<file path="src/rtl/dram_load_ctl.sv">
// Diagnostic read/write sequencer for the 512x15 IR dispatch RAM; IR lookups always win the port.
// Optional write read-back verify is enabled by defining DRAM_LOAD_VERIFY_EN.
module dram_load_ctl #(
   parameter int ADDR_BITS  = 9,
   parameter int DATA_WIDTH = 15,
   parameter int TIMEOUT    = 255
) (
   input  logic                  clk,
   input  logic                  reset,
   input  logic                  req_valid,
   output logic                  req_ready,
   input  logic                  req_write,
   input  logic [0:ADDR_BITS-1]  req_addr,
   input  logic [0:DATA_WIDTH-1] req_data,
   input  logic                  ir_lookup,
   output logic                  mem_sel_diag,
   output logic                  mem_en,
   output logic                  mem_we,
   output logic [0:ADDR_BITS-1]  mem_addr,
   output logic [0:DATA_WIDTH-1] mem_din,
   input  logic [0:DATA_WIDTH-1] mem_dout,
   output logic                  rsp_valid,
   output logic [0:DATA_WIDTH-1] rsp_data,
   output logic                  rsp_err,
   output logic                  busy
);

   localparam int CNT_W = $clog2(TIMEOUT + 1);

   typedef enum logic [2:0] {
      S_IDLE,
      S_ACCESS,
      S_CAPTURE,
`ifdef DRAM_LOAD_VERIFY_EN
      S_VERIFY_RD,
      S_VERIFY_CMP,
`endif
      S_RESP
   } state_t;

   state_t                r_state;
   logic                  r_write;
   logic [0:ADDR_BITS-1]  r_addr;
   logic [0:DATA_WIDTH-1] r_data;
   logic [CNT_W-1:0]      r_cnt;
   logic [0:DATA_WIDTH-1] r_rsp_data;
   logic                  r_rsp_err;

   state_t                w_next_state;
   logic [CNT_W-1:0]      w_cnt_next;
   logic                  w_accept;
   logic                  w_access;
   logic                  w_we;
   logic                  w_rsp_load;
   logic [0:DATA_WIDTH-1] w_rsp_data_next;
   logic                  w_rsp_err_next;
   logic                  w_timed_out;

   // The stall that would bring the counter up to TIMEOUT is the one that aborts.
   assign w_timed_out = (r_cnt == CNT_W'(TIMEOUT - 1));

   always_comb begin
      w_next_state    = r_state;
      w_cnt_next      = r_cnt;
      w_accept        = 1'b0;
      w_access        = 1'b0;
      w_we            = 1'b0;
      w_rsp_load      = 1'b0;
      w_rsp_data_next = r_rsp_data;
      w_rsp_err_next  = r_rsp_err;
      case (r_state)
         S_IDLE: begin
            if (req_valid) begin
               w_accept     = 1'b1;
               w_cnt_next   = '0;
               w_next_state = S_ACCESS;
            end
         end
         S_ACCESS: begin
            if (ir_lookup) begin
               if (w_timed_out) begin
                  w_next_state    = S_RESP;
                  w_rsp_load      = 1'b1;
                  w_rsp_data_next = '0;
                  w_rsp_err_next  = 1'b1;
               end else begin
                  w_cnt_next = r_cnt + CNT_W'(1);
               end
            end else begin
               w_access = 1'b1;
               w_we     = r_write;
               if (r_write) begin
`ifdef DRAM_LOAD_VERIFY_EN
                  w_cnt_next   = '0;
                  w_next_state = S_VERIFY_RD;
`else
                  w_next_state    = S_RESP;
                  w_rsp_load      = 1'b1;
                  w_rsp_data_next = r_data;
                  w_rsp_err_next  = 1'b0;
`endif
               end else begin
                  w_next_state = S_CAPTURE;
               end
            end
         end
         S_CAPTURE: begin
            // Word was read last cycle, so an IR lookup now cannot disturb it.
            w_rsp_load      = 1'b1;
            w_rsp_data_next = mem_dout;
            w_rsp_err_next  = ~^mem_dout;
            w_next_state    = S_RESP;
         end
`ifdef DRAM_LOAD_VERIFY_EN
         S_VERIFY_RD: begin
            if (ir_lookup) begin
               if (w_timed_out) begin
                  w_next_state    = S_RESP;
                  w_rsp_load      = 1'b1;
                  w_rsp_data_next = '0;
                  w_rsp_err_next  = 1'b1;
               end else begin
                  w_cnt_next = r_cnt + CNT_W'(1);
               end
            end else begin
               w_access     = 1'b1;
               w_next_state = S_VERIFY_CMP;
            end
         end
         S_VERIFY_CMP: begin
            w_rsp_load      = 1'b1;
            w_rsp_data_next = mem_dout;
            w_rsp_err_next  = (mem_dout != r_data) | ~^mem_dout;
            w_next_state    = S_RESP;
         end
`endif
         S_RESP: begin
            w_next_state = S_IDLE;
         end
         default: begin
            w_next_state = S_IDLE;
         end
      endcase
   end

   always_ff @(posedge clk) begin
      if (reset) begin
         r_state    <= S_IDLE;
         r_write    <= 1'b0;
         r_addr     <= '0;
         r_data     <= '0;
         r_cnt      <= '0;
         r_rsp_data <= '0;
         r_rsp_err  <= 1'b0;
      end else begin
         r_state <= w_next_state;
         r_cnt   <= w_cnt_next;
         if (w_accept) begin
            r_write <= req_write;
            r_addr  <= req_addr;
            r_data  <= req_data;
         end
         if (w_rsp_load) begin
            r_rsp_data <= w_rsp_data_next;
            r_rsp_err  <= w_rsp_err_next;
         end
      end
   end

   // Port strobes are gated by reset so a reset cycle can never write the RAM.
   assign mem_sel_diag = w_access & ~reset;
   assign mem_en       = w_access & ~reset;
   assign mem_we       = w_we & ~reset;
   assign mem_addr     = r_addr;
   assign mem_din      = r_data;
   assign req_ready    = (r_state == S_IDLE);
   assign rsp_valid    = (r_state == S_RESP);
   assign rsp_data     = r_rsp_data;
   assign rsp_err      = r_rsp_err;
   assign busy         = (r_state != S_IDLE);

endmodule

</file>
<file path="config.mk">
export PLATFORM = sky130hd
export DESIGN_NAME = dram_load_ctl
export DESIGN_NICKNAME = d
export VERILOG_FILES = /design/src/rtl/dram_load_ctl.sv
export SDC_FILE = /design/constraint.sdc
export NUM_CORES = 1
export LEC_CHECK = 0
export CORE_ASPECT_RATIO = 1.25
export CORE_MARGIN = 2
export CORE_UTILIZATION = 45
export CTS_BUF_LIST = sky130_fd_sc_hd__clkbuf_8
export DETAILED_ROUTE_END_ITERATION = 7
export PLACE_DENSITY = 0.8
export SETUP_SLACK_MARGIN = 0.02
export SYNTH_ARGS = -nofsm -noshare
export SYNTH_HDL_FRONTEND = slang
export SYNTH_SLANG_ARGS = --single-unit
</file>
<file path="constraint.sdc">
create_clock -name clk -period 2.35 [get_ports clk]
set_input_delay 0.705 -clock clk [delete_from_list [all_inputs] [get_ports clk]]
set_output_delay 0.705 -clock clk [all_outputs]
set_load 0.01 [all_outputs]
</file>
; Word-level counts from Yosys, hierarchy flattened
; Index checks and enable logic that the tools add are counted.
[word_totals]
register_bits = 52
output_inout_bits = 46
[op_classes]
n_addsub = 1
n_eq_ne = 9
muxes = 27
bitwise = 3
n_reduce_logical = 8
[op_table]
columns = cell, n
row1 = $mux 15, 3
row2 = $pmux 15 s2, 1
row3 = $mux 8, 3
row4 = $pmux 8 s2, 1
row5 = $reduce_xnor 15->1, 1
row6 = $mux 1, 13
row7 = $mux 3, 3
row8 = $pmux 3 s3, 1
row9 = $add 8x1->8 const B, 1
row10 = $eq 8x8->1 const B, 1
row11 = $reduce_and 4->1, 2
row12 = $eq 3x2->1 const B, 2
row13 = $ne 2x2->1 const B, 3
row14 = $ne 3x3->1 const B, 2
row15 = $pmux 1 s2, 2
row16 = $reduce_bool 2->1, 2
row17 = $eq 3x1->1 const B, 1
row18 = $logic_not 3->1, 1
row19 = $reduce_bool 3->1, 1
row20 = $and 1x1->1, 2
row21 = $reduce_and 2->1, 1
row22 = $not 1->1, 1

; Depth between registers and ports, before layout
; Gate-level depths: netlist of the first run.
[logic_depth]
depth_word = 5
depth_mapped = 8
mapped_depth_nobuf = 7

; Worst setup path before layout of the first run
; Ideal clock, no wire load.
[synth_path]
kind = input to output
start = input port reset
end = output port mem_we
arrival_ns = 1.418
setup_slack_ns = 0.227
cell_stages = 3
n_path_buf = 1
cell_sequence = clkbuf_1 -> nor2_1 -> and2_1
[synth_between]
elab_chain_cells = 2
[synth_lines]
columns = element, line
row1 = "start, declared", 9  ; input logic reset,
row2 = $not 1->1, 173  ; assign mem_we = w_we & ~reset;
row3 = $and 1x1->1, 173
row4 = "end, declared", 18  ; output logic mem_we,
; No other way between the ends.

; Final worst setup path of the first run
[layout_path]
start = input port ir_lookup
end = output port mem_we
[layout_between]
elab_chain_cells = 3
[layout_lines]
columns = element, line
row1 = "start, declared", 15  ; input logic ir_lookup,
row2 = $mux 1, 80  ; if (ir_lookup) begin
row3 = $mux 1, 71  ; case (r_state)
row4 = $and 1x1->1, 173
; No other way between the ends.

==> impl_metrics.env, run 1 <==
export IMPL_status="complete, no violations"
export IMPL_async_flop_share_pct=0
export IMPL_yosys_area_top_type="dfxtp_1"
export IMPL_postRouteAntennaNets=0
export IMPL_crit_fanout=2
export IMPL_synth_edff_count=0
export IMPL_drtIter0Drc=110
export IMPL_fin_skew_ns=0.00985
export IMPL_firstDrtPassIters=4
export IMPL_grt_pass1_wl_um=10100
export IMPL_dpl_cell_area_um2=3500
export IMPL_drv_slew=0
export IMPL_fillCellCount=497
export IMPL_path_cells="dlygate4sd2_1, nand2b_4, nor2_2, and2_1, clkdlybuf4s15_2"
export IMPL_antenna_found_initial=0
export IMPL_rows=30
export IMPL_die_h_um=87.4
export IMPL_layout_setup_ws_ns=0.0945
export IMPL_wl_per_cell_um=13.8
export IMPL_dr_total_vias=2301
export IMPL_cp_end_kind="output pin"
export IMPL_slowest_delay_ns=0.25
export IMPL_max_freq_mhz=443
export IMPL_dieArea_um2=6180
export IMPL_holdWs_ns=0.458
export IMPL_worstPathArrival_ns=1.55
export IMPL_diodes=0
export IMPL_die_w_um=70.7
export IMPL_cts_tree="done"
export IMPL_clock_sinks=51
export IMPL_cts_htree_levels=2
export IMPL_peakVddDrop_mv=0.527
export IMPL_totalWireLength_um=6200
export IMPL_reg2regPathDepth=7
export IMPL_clock_latency_ns=0.31
export IMPL_worst_pin_slew_ns=0.576
export IMPL_io_pins=90
export IMPL_grt_pass1_vias=2236
export IMPL_dp_cells=443
export IMPL_drive_gt1_share_pct=13.7
export IMPL_postSynthCellCount=297
export IMPL_finalHoldViolations=0
export IMPL_syn_area_um2=2500
export IMPL_ys_top_cells_by_count="55 x nand2_1, 51 x dfxtp_1, 50 x a21oi_1"
export IMPL_clk_path_buf_depth=2
export IMPL_start_kind="primary input"
export IMPL_cts_root_buffer="clkbuf_8"
export IMPL_hold_depth=2
export IMPL_dp_hpwl_um=4600
export IMPL_ys_types=33
export IMPL_gr_total_overflow=0
export IMPL_setup_violations=0
export IMPL_port_buffer_count=89
export IMPL_p_per_area_nw_per_um2=954
export IMPL_layout_min_cycle_time_ns=2.26
export IMPL_drv_cap=0
export IMPL_fin_nets=437
export IMPL_synthTopCellsByArea="dfxtp_1 41%, a21oi_1 10%, nand2_1 8.2%"
export IMPL_gp_congestion=0.795
export IMPL_synth_ff_type="dfxtp_1"
export IMPL_cts_clk_slew_worst_paths_ns=0.10
export IMPL_post_cts_setup_buffers=0
export IMPL_grt_setup_unrepaired="yes"
export IMPL_core_um2=5410
export IMPL_area_growth_pct=43.9
export IMPL_hp_class="flip-flop to flip-flop"
export IMPL_setup_worst_path_class="primary input to output pin"
export IMPL_critPathSlowestCell="dlygate4sd2_1"
export IMPL_synth_most_common_cell="nand2_1"
export IMPL_initial_core_util_pct=46.3
export IMPL_cts_buffers=5
export IMPL_place_ws_ns=-0.449
export IMPL_drc=0
export IMPL_slew_headroom_pct=61.6
export IMPL_p_leak_nw=1.28
export IMPL_finalNonFillerCells=451
export IMPL_synth_seq_cells=51
export IMPL_fin_area_um2=3600
export IMPL_avgViaCountPerCell=5.10
export IMPL_yosysSeqAreaShare_pct=40.8
export IMPL_cp_required_ns=1.64
export IMPL_grt_use_total_pct=20.3
export IMPL_yosysTopAreaCellShare_pct=40.8
export IMPL_finalCritPeriodShare_pct=96.0
export IMPL_syn_num_nets=348
export IMPL_yosysWarnings=0
export IMPL_syn_area_per_cell_um2=8.43
export IMPL_grt_max_degree=47
layout by cell type (no fill, tap or decap), drive strengths merged, types with 3 or more instances in the layout:
cell type      instances
nand3                  3
inv                    6
nand2b                 4
nor3b                 16
and2                   3
nand4                  5
o21ai                  4
clkbuf                 5
clkdlybuf4s50         83
a21oi                 50
a211oi                16
dfxtp                 51
nand2                 55
ha                     7
buf                   16
clkdlybuf4s15          3
nor2                  26
xnor2                 18
area by class of cell:
type	instances	area (um^2)	share of cell area, %
multi-input combinational	219	1370	37.9
sequential	51	1030	28.5
timing repair buffer	104	1030	28.5
tap	64	80.1	2.22
clock buffer	5	68.8	1.91
clock inverter	3	18.8	0.521
inverter	5	18.8	0.521
kinds of logic (layout without fill, tap and decap cells):
kind of cell               after synthesis  in the layout  synth area share, %
and+or+nand+nor                        115            115                 22.5
AOI/OAI and AO/OA                       77             77                 21.1
DFF                                     51             51                 40.8
buffers and inverters                   27            117                 5.19
xor gates and xnor gates                20             20                 6.99
adders and majority gates                7              7                 3.50
sequential cells by signal (all words and copies together), names as in the netlist:
| name | cells |
|---|---|
| mem_din | 15 |
| rsp_data | 15 |
| mem_addr | 9 |
| r_cnt | 8 |
| r_state | 2 |
| r_write | 1 |
| rsp_err | 1 |
per-stage QoR:
step | setup TNS, ns | utilization, % | total power, mW
3_3_place_gp | -2.25 | 64.7 | 2.92
3_5_place_dp | -3.36 | 64.7 | 2.95
4_1_cts | 0 | 66.6 | 3.49
5_1_grt | 0 | 66.7 | 3.68
6_report | 0 | 66.7 | 3.44
2_1_floorplan | 0 | - | 2.20
critical path: cells and delay by family:
kind | cells | cell delay (ns)
and+or+nand+nor | 3 | 0.38
buffers and inverters | 2 | 0.46
where the power goes:
group	switching, mW	leakage, nW	total [mW]	internal, mW
Sequential	0.138	0.417	1.20	1.07
Combinational	0.859	0.812	1.73	0.870
Clock	0.295	0.0483	0.505	0.210
layer usage:
| layer | GRT usage (%) | vias up | wire (um) |
|---|---|---|---|
| li1 | - | 1180 | - |
| met1 | 23.4 | 1054 | 2510 |
| met2 | 35.6 | 61 | 3180 |
| met3 | 6.48 | 6 | 449 |
| met4 | 6.35 | 0 | 64 |
| met5 | 0 | - | 0 |
final timing paths:
path                             from                       end  slack [ns]
max                         ir_lookup                    mem_we        0.09
min          mem_addr[3]$_SDFFE_PP0P_  mem_addr[3]$_SDFFE_PP0P_        0.46
max reg2reg   r_state[1]$_SDFFE_PP0P_     r_cnt[7]$_SDFFE_PP0P_        0.43
min reg2reg  mem_addr[3]$_SDFFE_PP0P_  mem_addr[3]$_SDFFE_PP0P_        0.46
repair_timing:
action                     CTS  global route
hold buffers                 0             0
gates resized for setup     13             2
pin swaps                    1             0
setup endpoints to repair    5             1
(Power assumes the default switching activity.)
==> run 2: changes to the inputs <==
--- a/config.mk
+++ b/config.mk
@@ -5,12 +5,13 @@
 export SDC_FILE = /design/constraint.sdc
 export NUM_CORES = 1
 export LEC_CHECK = 0
+export ABC_AREA = 1
 export CORE_ASPECT_RATIO = 1.25
 export CORE_MARGIN = 2
 export CORE_UTILIZATION = 45
 export CTS_BUF_LIST = sky130_fd_sc_hd__clkbuf_8
 export DETAILED_ROUTE_END_ITERATION = 7
-export PLACE_DENSITY = 0.8
+export PLACE_DENSITY = 0.81
 export SETUP_SLACK_MARGIN = 0.02
 export SYNTH_ARGS = -nofsm -noshare
 export SYNTH_HDL_FRONTEND = slang
==> impl_metrics.env, run 2 <==
export IMPL_ys_top_cells_by_count="63 x nand2_1, 54 x nor2_1, 51 x dfxtp_1"
export IMPL_dp_hpwl_um=4920
export IMPL_yosysTopAreaCellShare_pct=41.2
export IMPL_fillCellCount=456
export IMPL_multi_input_area_um2=1250
export IMPL_setup_worst_path_class="primary input to output pin"
export IMPL_p_leak_nw=1.51
export IMPL_finalCoreUtilization_pct=66.6
export IMPL_grt_pass1_vias=2372
export IMPL_synth_seq_cells=51
export IMPL_dr_total_vias=2542
export IMPL_grt_setup_unrepaired="no"
export IMPL_wl_per_cell_um=12.8
export IMPL_peakVddDrop_mv=0.501
export IMPL_cts_buffers=5
export IMPL_postRouteAntennaNets=0
export IMPL_die_h_um=87.0
export IMPL_synth_ff_type="dfxtp_1"
export IMPL_holdWs_ns=0.473
export IMPL_dpl_cell_area_um2=3510
export IMPL_fin_area_um2=3570
export IMPL_ys_types=32
export IMPL_yosysSeqAreaShare_pct=41.2
export IMPL_dieArea_um2=6120
export IMPL_antenna_found_initial=0
export IMPL_syn_num_nets=399
export IMPL_place_ws_ns=-0.470
export IMPL_cts_clk_slew_worst_paths_ns=0.08
export IMPL_slew_headroom_pct=75.5
export IMPL_clock_latency_ns=0.30
export IMPL_core_um2=5370
export IMPL_worst_pin_slew_ns=0.364
export IMPL_critPathTopFamily="buffers and inverters"
export IMPL_io_pins=90
export IMPL_hp_class="flip-flop to flip-flop"
export IMPL_finalSetupTns_ns=0
export IMPL_cp_required_ns=1.64
export IMPL_p_per_area_nw_per_um2=964
export IMPL_reg2regPathDepth=10
export IMPL_fin_skew_ns=0.00258
export IMPL_postSynthCellCount=348
export IMPL_crit_fanout=3
export IMPL_gp_congestion=0.845
export IMPL_drtIter0Drc=167
export IMPL_initial_core_util_pct=46.2
export IMPL_layout_min_cycle_time_ns=2.21
export IMPL_finalCritPeriodShare_pct=93.9
export IMPL_syn_area_um2=2480
export IMPL_clk_path_buf_depth=2
export IMPL_grt_use_total_pct=20.9
export IMPL_cp_depth=3
export IMPL_rows=30
export IMPL_yosysWarnings=0
export IMPL_grt_pass1_wl_um=10500
export IMPL_diodes=0
export IMPL_cts_tree="done"
export IMPL_firstDrtPassIters=4
export IMPL_finalNonFillerCells=507
export IMPL_drv_slew=0
export IMPL_setup_violations=0
export IMPL_critPathSlowestCell="clkdlybuf4s50_1"
export IMPL_path_cells="clkdlybuf4s50_1, nor3b_2, buf_2"
export IMPL_gr_total_overflow=0
export IMPL_layout_common_cells="83 x clkdlybuf4s50_1, 63 x nand2_1, 53 x nor2_1"
export IMPL_seqCellArea_um2=1020
export IMPL_drive_gt1_share_pct=8.13
export IMPL_fin_nets=495
export IMPL_drc=0
export IMPL_slowest_delay_ns=0.47
export IMPL_grt_max_degree=38
export IMPL_cts_root_buffer="clkbuf_8"
export IMPL_synth_edff_count=0
export IMPL_cp_end_kind="output pin"
export IMPL_synth_most_common_cell="nand2_1"
export IMPL_yosys_area_top_type="dfxtp_1"
export IMPL_status="complete, no violations"
export IMPL_drv_cap=0
export IMPL_hold_depth=2
export IMPL_syn_area_per_cell_um2=7.12
export IMPL_layout_setup_ws_ns=0.142
export IMPL_async_flop_share_pct=0
export IMPL_start_kind="primary input"
export IMPL_crit_buf_inv=2
export IMPL_total_power_mw=3.44
export IMPL_post_cts_setup_buffers=0
export IMPL_avgViaCountPerCell=5.01
export IMPL_cts_htree_levels=2
export IMPL_synthTopCellsByArea="dfxtp_1 41%, nand2_1 9.5%, o21ai_0 9.5%"
export IMPL_finalHoldViolations=0
export IMPL_totalWireLength_um=6480
export IMPL_dp_cells=501
export IMPL_worstPathArrival_ns=1.50
export IMPL_final_common_cell="clkdlybuf4s50_1"
export IMPL_die_w_um=70.4
export IMPL_area_growth_pct=44.3
export IMPL_clock_sinks=51
export IMPL_max_freq_mhz=453
export IMPL_port_buffer_count=89
-- run 2: cell types whose count changed after synthesis, moves of 9 or more --
cell      before  now
nor3b_1       15    1
a211oi_2      15    0
xnor2_1       18    4
a22oi_1        0    9
a21oi_1       50   28
nor2_1        21   54
o21ai_0        4   47
inv_1          5   34
-- run 2: repair_timing --
| item | CTS | global route |
|---|---|---|
| hold buffers | 0 | 0 |
| resized for setup | 17 | 0 |
| hold endpoints to repair | 0 | 0 |
| setup endpoints to repair | 5 | 0 |
-- run 2: cell type report --
cell class / count / area share (%)
clock buffer: 5 / 1.93
sequential: 51 / 28.6
inverter: 36 / 3.82
tap: 64 / 2.24
clock inverter: 1 / 0.105
timing repair buffer: 104 / 28.2
multi-input combinational: 246 / 35.1
-- run 2: report_power, final --
group | total [mW] | switching (mW) | internal, mW | leakage [nW]
Combinational | 1.69 | 0.839 | 0.853 | 1.05
Clock | 0.458 | 0.263 | 0.195 | 0.0413
Sequential | 1.29 | 0.162 | 1.13 | 0.418
-- run 2: path summary, 6_finish.rpt --
path | startpoint | end | slack, ns
max reg2reg | r_state[0]$_SDFFE_PP0P_ | r_cnt[2]$_SDFFE_PP0P_ | 0.52
min | mem_din[8]$_SDFFE_PP0P_ | mem_din[8]$_SDFFE_PP0P_ | 0.47
min reg2reg | mem_din[8]$_SDFFE_PP0P_ | mem_din[8]$_SDFFE_PP0P_ | 0.47
max | reset | mem_we | 0.14
-- run 2: worst min-delay path: stages (launching register included) --
cell	delay (ns)
dfxtp_1	0.32
inv_1	0.06
a21oi_1	0.05
-- run 2: logic make-up (layout without fill, tap and decap cells) --
family,Yosys count,count (layout),synth area share (%)
buffers and inverters,51,146,8.43
xor gates and xnor gates,8,8,2.83
adders and majority gates,7,7,3.54
DFF,51,51,41.2
and+or+nand+nor,138,138,23.9
AOI/OAI and AO/OA,93,93,20.1
-- run 2: routing by layer --
| metal | GRT usage [%] | wire, um |
|---|---|---|
| met1 | 25.2 | 2710 |
| met2 | 36.0 | 3270 |
| met3 | 3.94 | 313 |
| met4 | 9.27 | 184 |
| met5 | 0 | 0 |
==> run 3: changes to the inputs <==
--- a/config.mk
+++ b/config.mk
@@ -9,9 +9,10 @@
 export CORE_ASPECT_RATIO = 1.25
 export CORE_MARGIN = 2
 export CORE_UTILIZATION = 45
-export CTS_BUF_LIST = sky130_fd_sc_hd__clkbuf_8
+export CTS_BUF_LIST = sky130_fd_sc_hd__clkbuf_2
+export CTS_CLUSTER_DIAMETER = 80
 export DETAILED_ROUTE_END_ITERATION = 7
-export PLACE_DENSITY = 0.81
+export PLACE_DENSITY = 0.79
 export SETUP_SLACK_MARGIN = 0.02
 export SYNTH_ARGS = -nofsm -noshare
 export SYNTH_HDL_FRONTEND = slang
==> impl_metrics.env, run 3 (synthesized netlist as in run 2, its figures left out) <==
export IMPL_fin_nets=497
export IMPL_layout_setup_ws_ns=0.0801
export IMPL_finalSetupTns_ns=0
export IMPL_worstPathArrival_ns=1.56
export IMPL_grt_pass1_vias=2423
export IMPL_grt_pass1_wl_um=10600
export IMPL_avgViaCountPerCell=5.01
export IMPL_hold_depth=2
export IMPL_clock_latency_ns=0.41
export IMPL_hp_class="flip-flop to flip-flop"
export IMPL_drv_slew=0
export IMPL_clk_path_buf_depth=2
export IMPL_timing_rr_end="rsp_data[9]$_SDFFE_PP0P_"
export IMPL_pwr_share_seq_pct=36.5
export IMPL_power_switching_share_pct=35.9
export IMPL_critPathTopFamily="flip-flops"
export IMPL_holdPathEnd="mem_din[6]$_SDFFE_PP0P_"
export IMPL_cts_tree="done"
export IMPL_setup_violations=0
export IMPL_finalNonFillerCells=511
export IMPL_layout_common_cells="82 x clkdlybuf4s50_1, 63 x nand2_1, 53 x nor2_1"
export IMPL_firstDrtPassIters=4
export IMPL_slew_headroom_pct=74.1
export IMPL_cp_end_kind="output pin"
export IMPL_combPwrFrac_pct=48.0
export IMPL_initial_core_util_pct=46.2
export IMPL_dp_cells=502
export IMPL_drtIter0Drc=139
export IMPL_grt_use_total_pct=21.4
export IMPL_wl_per_cell_um=12.6
export IMPL_cts_root_buffer="clkbuf_2"
export IMPL_fin_skew_ns=0.0155
export IMPL_gr_total_overflow=0
export IMPL_total_power_mw=3.58
export IMPL_dp_hpwl_um=4870
export IMPL_hold_start="mem_din[6]$_SDFFE_PP0P_"
export IMPL_reg2regPathDepth=11
export IMPL_area_growth_pct=46.6
export IMPL_p_per_area_nw_per_um2=987
export IMPL_die_w_um=70.4
export IMPL_drc=0
export IMPL_cts_buffers=5
export IMPL_p_int_mw=2.30
export IMPL_p_leak_nw=1.55
export IMPL_finalHoldViolations=0
export IMPL_cts_clk_slew_worst_paths_ns=0.25
export IMPL_crit_fanout=3
export IMPL_rows=30
export IMPL_final_common_cell="clkdlybuf4s50_1"
export IMPL_diodes=0
export IMPL_drive_gt1_share_pct=10.5
export IMPL_dieArea_um2=6120
export IMPL_dr_total_vias=2562
export IMPL_r2r_start="r_state[1]$_SDFFE_PP0P_"
export IMPL_fillCellCount=469
export IMPL_fin_area_um2=3630
export IMPL_core_um2=5370
export IMPL_place_ws_ns=-0.463
export IMPL_start_kind="flip-flop"
export IMPL_postCtsHoldBufs=0
export IMPL_grt_max_degree=38
export IMPL_clock_sinks=51
export IMPL_setup_worst_path_class="flip-flop to output pin"
export IMPL_max_freq_mhz=441
export IMPL_finalCoreUtilization_pct=67.6
export IMPL_r2r_setup_slack_ns=0.56
export IMPL_io_pins=90
export IMPL_status="complete, no violations"
export IMPL_path_cells="inv_4, ha_4, inv_2, or2_4, nor3b_2, buf_2"
export IMPL_holdWs_ns=0.476
export IMPL_port_buffer_count=89
export IMPL_postRouteAntennaNets=0
export IMPL_die_h_um=87.0
export IMPL_worst_pin_slew_ns=0.385
export IMPL_power_switching_mw=1.29
export IMPL_critPathSlowestCell="dfxtp_2"
export IMPL_clkPwrFrac_pct=15.6
export IMPL_cp_required_ns=1.64
export IMPL_totalWireLength_um=6430
export IMPL_dpl_cell_area_um2=3510
export IMPL_gp_congestion=0.801
export IMPL_slowest_delay_ns=0.39
export IMPL_finalCritPeriodShare_pct=96.6
export IMPL_layout_min_cycle_time_ns=2.27
export IMPL_peakVddDrop_mv=0.588
export IMPL_cts_htree_levels=2
export IMPL_crit_buf_inv=3
export IMPL_antenna_found_initial=0
export IMPL_grt_setup_unrepaired="yes"
export IMPL_drv_cap=0
[run 3: worst reg2reg max path: cells and delay by family, from the launching register on]
kind | cells | cell delay (ns)
AO/OA/AOI/OAI | 2 | 0.25
adder cells (fa/ha/maj) | 1 | 0.14
buffers and inverters | 5 | 0.59
flip-flops | 1 | 0.39
AND/OR/NAND/NOR | 3 | 0.38
[run 3: repair_timing]
| action | 4_1_cts | 5_1_grt |
|---|---|---|
| setup endpoints to repair | 5 | 5 |
| gates resized for setup | 18 | 9 |
| setup buffers | 0 | 1 |
| pin swaps | 1 | 2 |
| hold endpoints to repair | 0 | 0 |
[run 3: worst max-delay path by stage]
stage                                  from      endpoint  depth (start not counted)
global route        r_state[1]$_SDFFE_PP0P_        mem_we                          6
global placement                  ir_lookup        mem_we                          4
finish              r_state[1]$_SDFFE_PP0P_        mem_we                          6
detailed placement                ir_lookup        mem_we                          4
floorplan                         ir_lookup  mem_sel_diag                          3
CTS                 r_state[1]$_SDFFE_PP0P_        mem_we                          6
[run 3: cell type report]
type	count	area, um^2	area share (%)
Inverter	36	139	3.82
Clock inverter	2	60.1	1.65
Sequential cell	51	1020	28.2
Tap cell	64	80.1	2.21
Timing Repair Buffer	106	1020	28.0
Multi-Input combinational cell	246	1280	35.3
Clock buffer	6	30.0	0.827
[run 3: layer usage]
metal,wire [um],part of all wire [%],vias to the layer above,track usage [%]
met1,2780,43,1155,26.0
met4,112,1.7,0,6.29
met2,3200,50,68,38.1
met3,337,5.2,11,4.40
met5,0,0,-,0
li1,-,-,1328,-
[run 3: power by group through the flow]
stage / clock network, mW / registers, mW / logic (mW)
3_5_place_dp: 0 / 1.32 / 1.70
2_1_floorplan: 0 / 1.40 / 0.752
6_report: 0.558 / 1.31 / 1.72
4_1_cts: 0.571 / 1.30 / 1.69
5_1_grt: 0.602 / 1.34 / 1.91
3_3_place_gp: 0 / 1.31 / 1.67
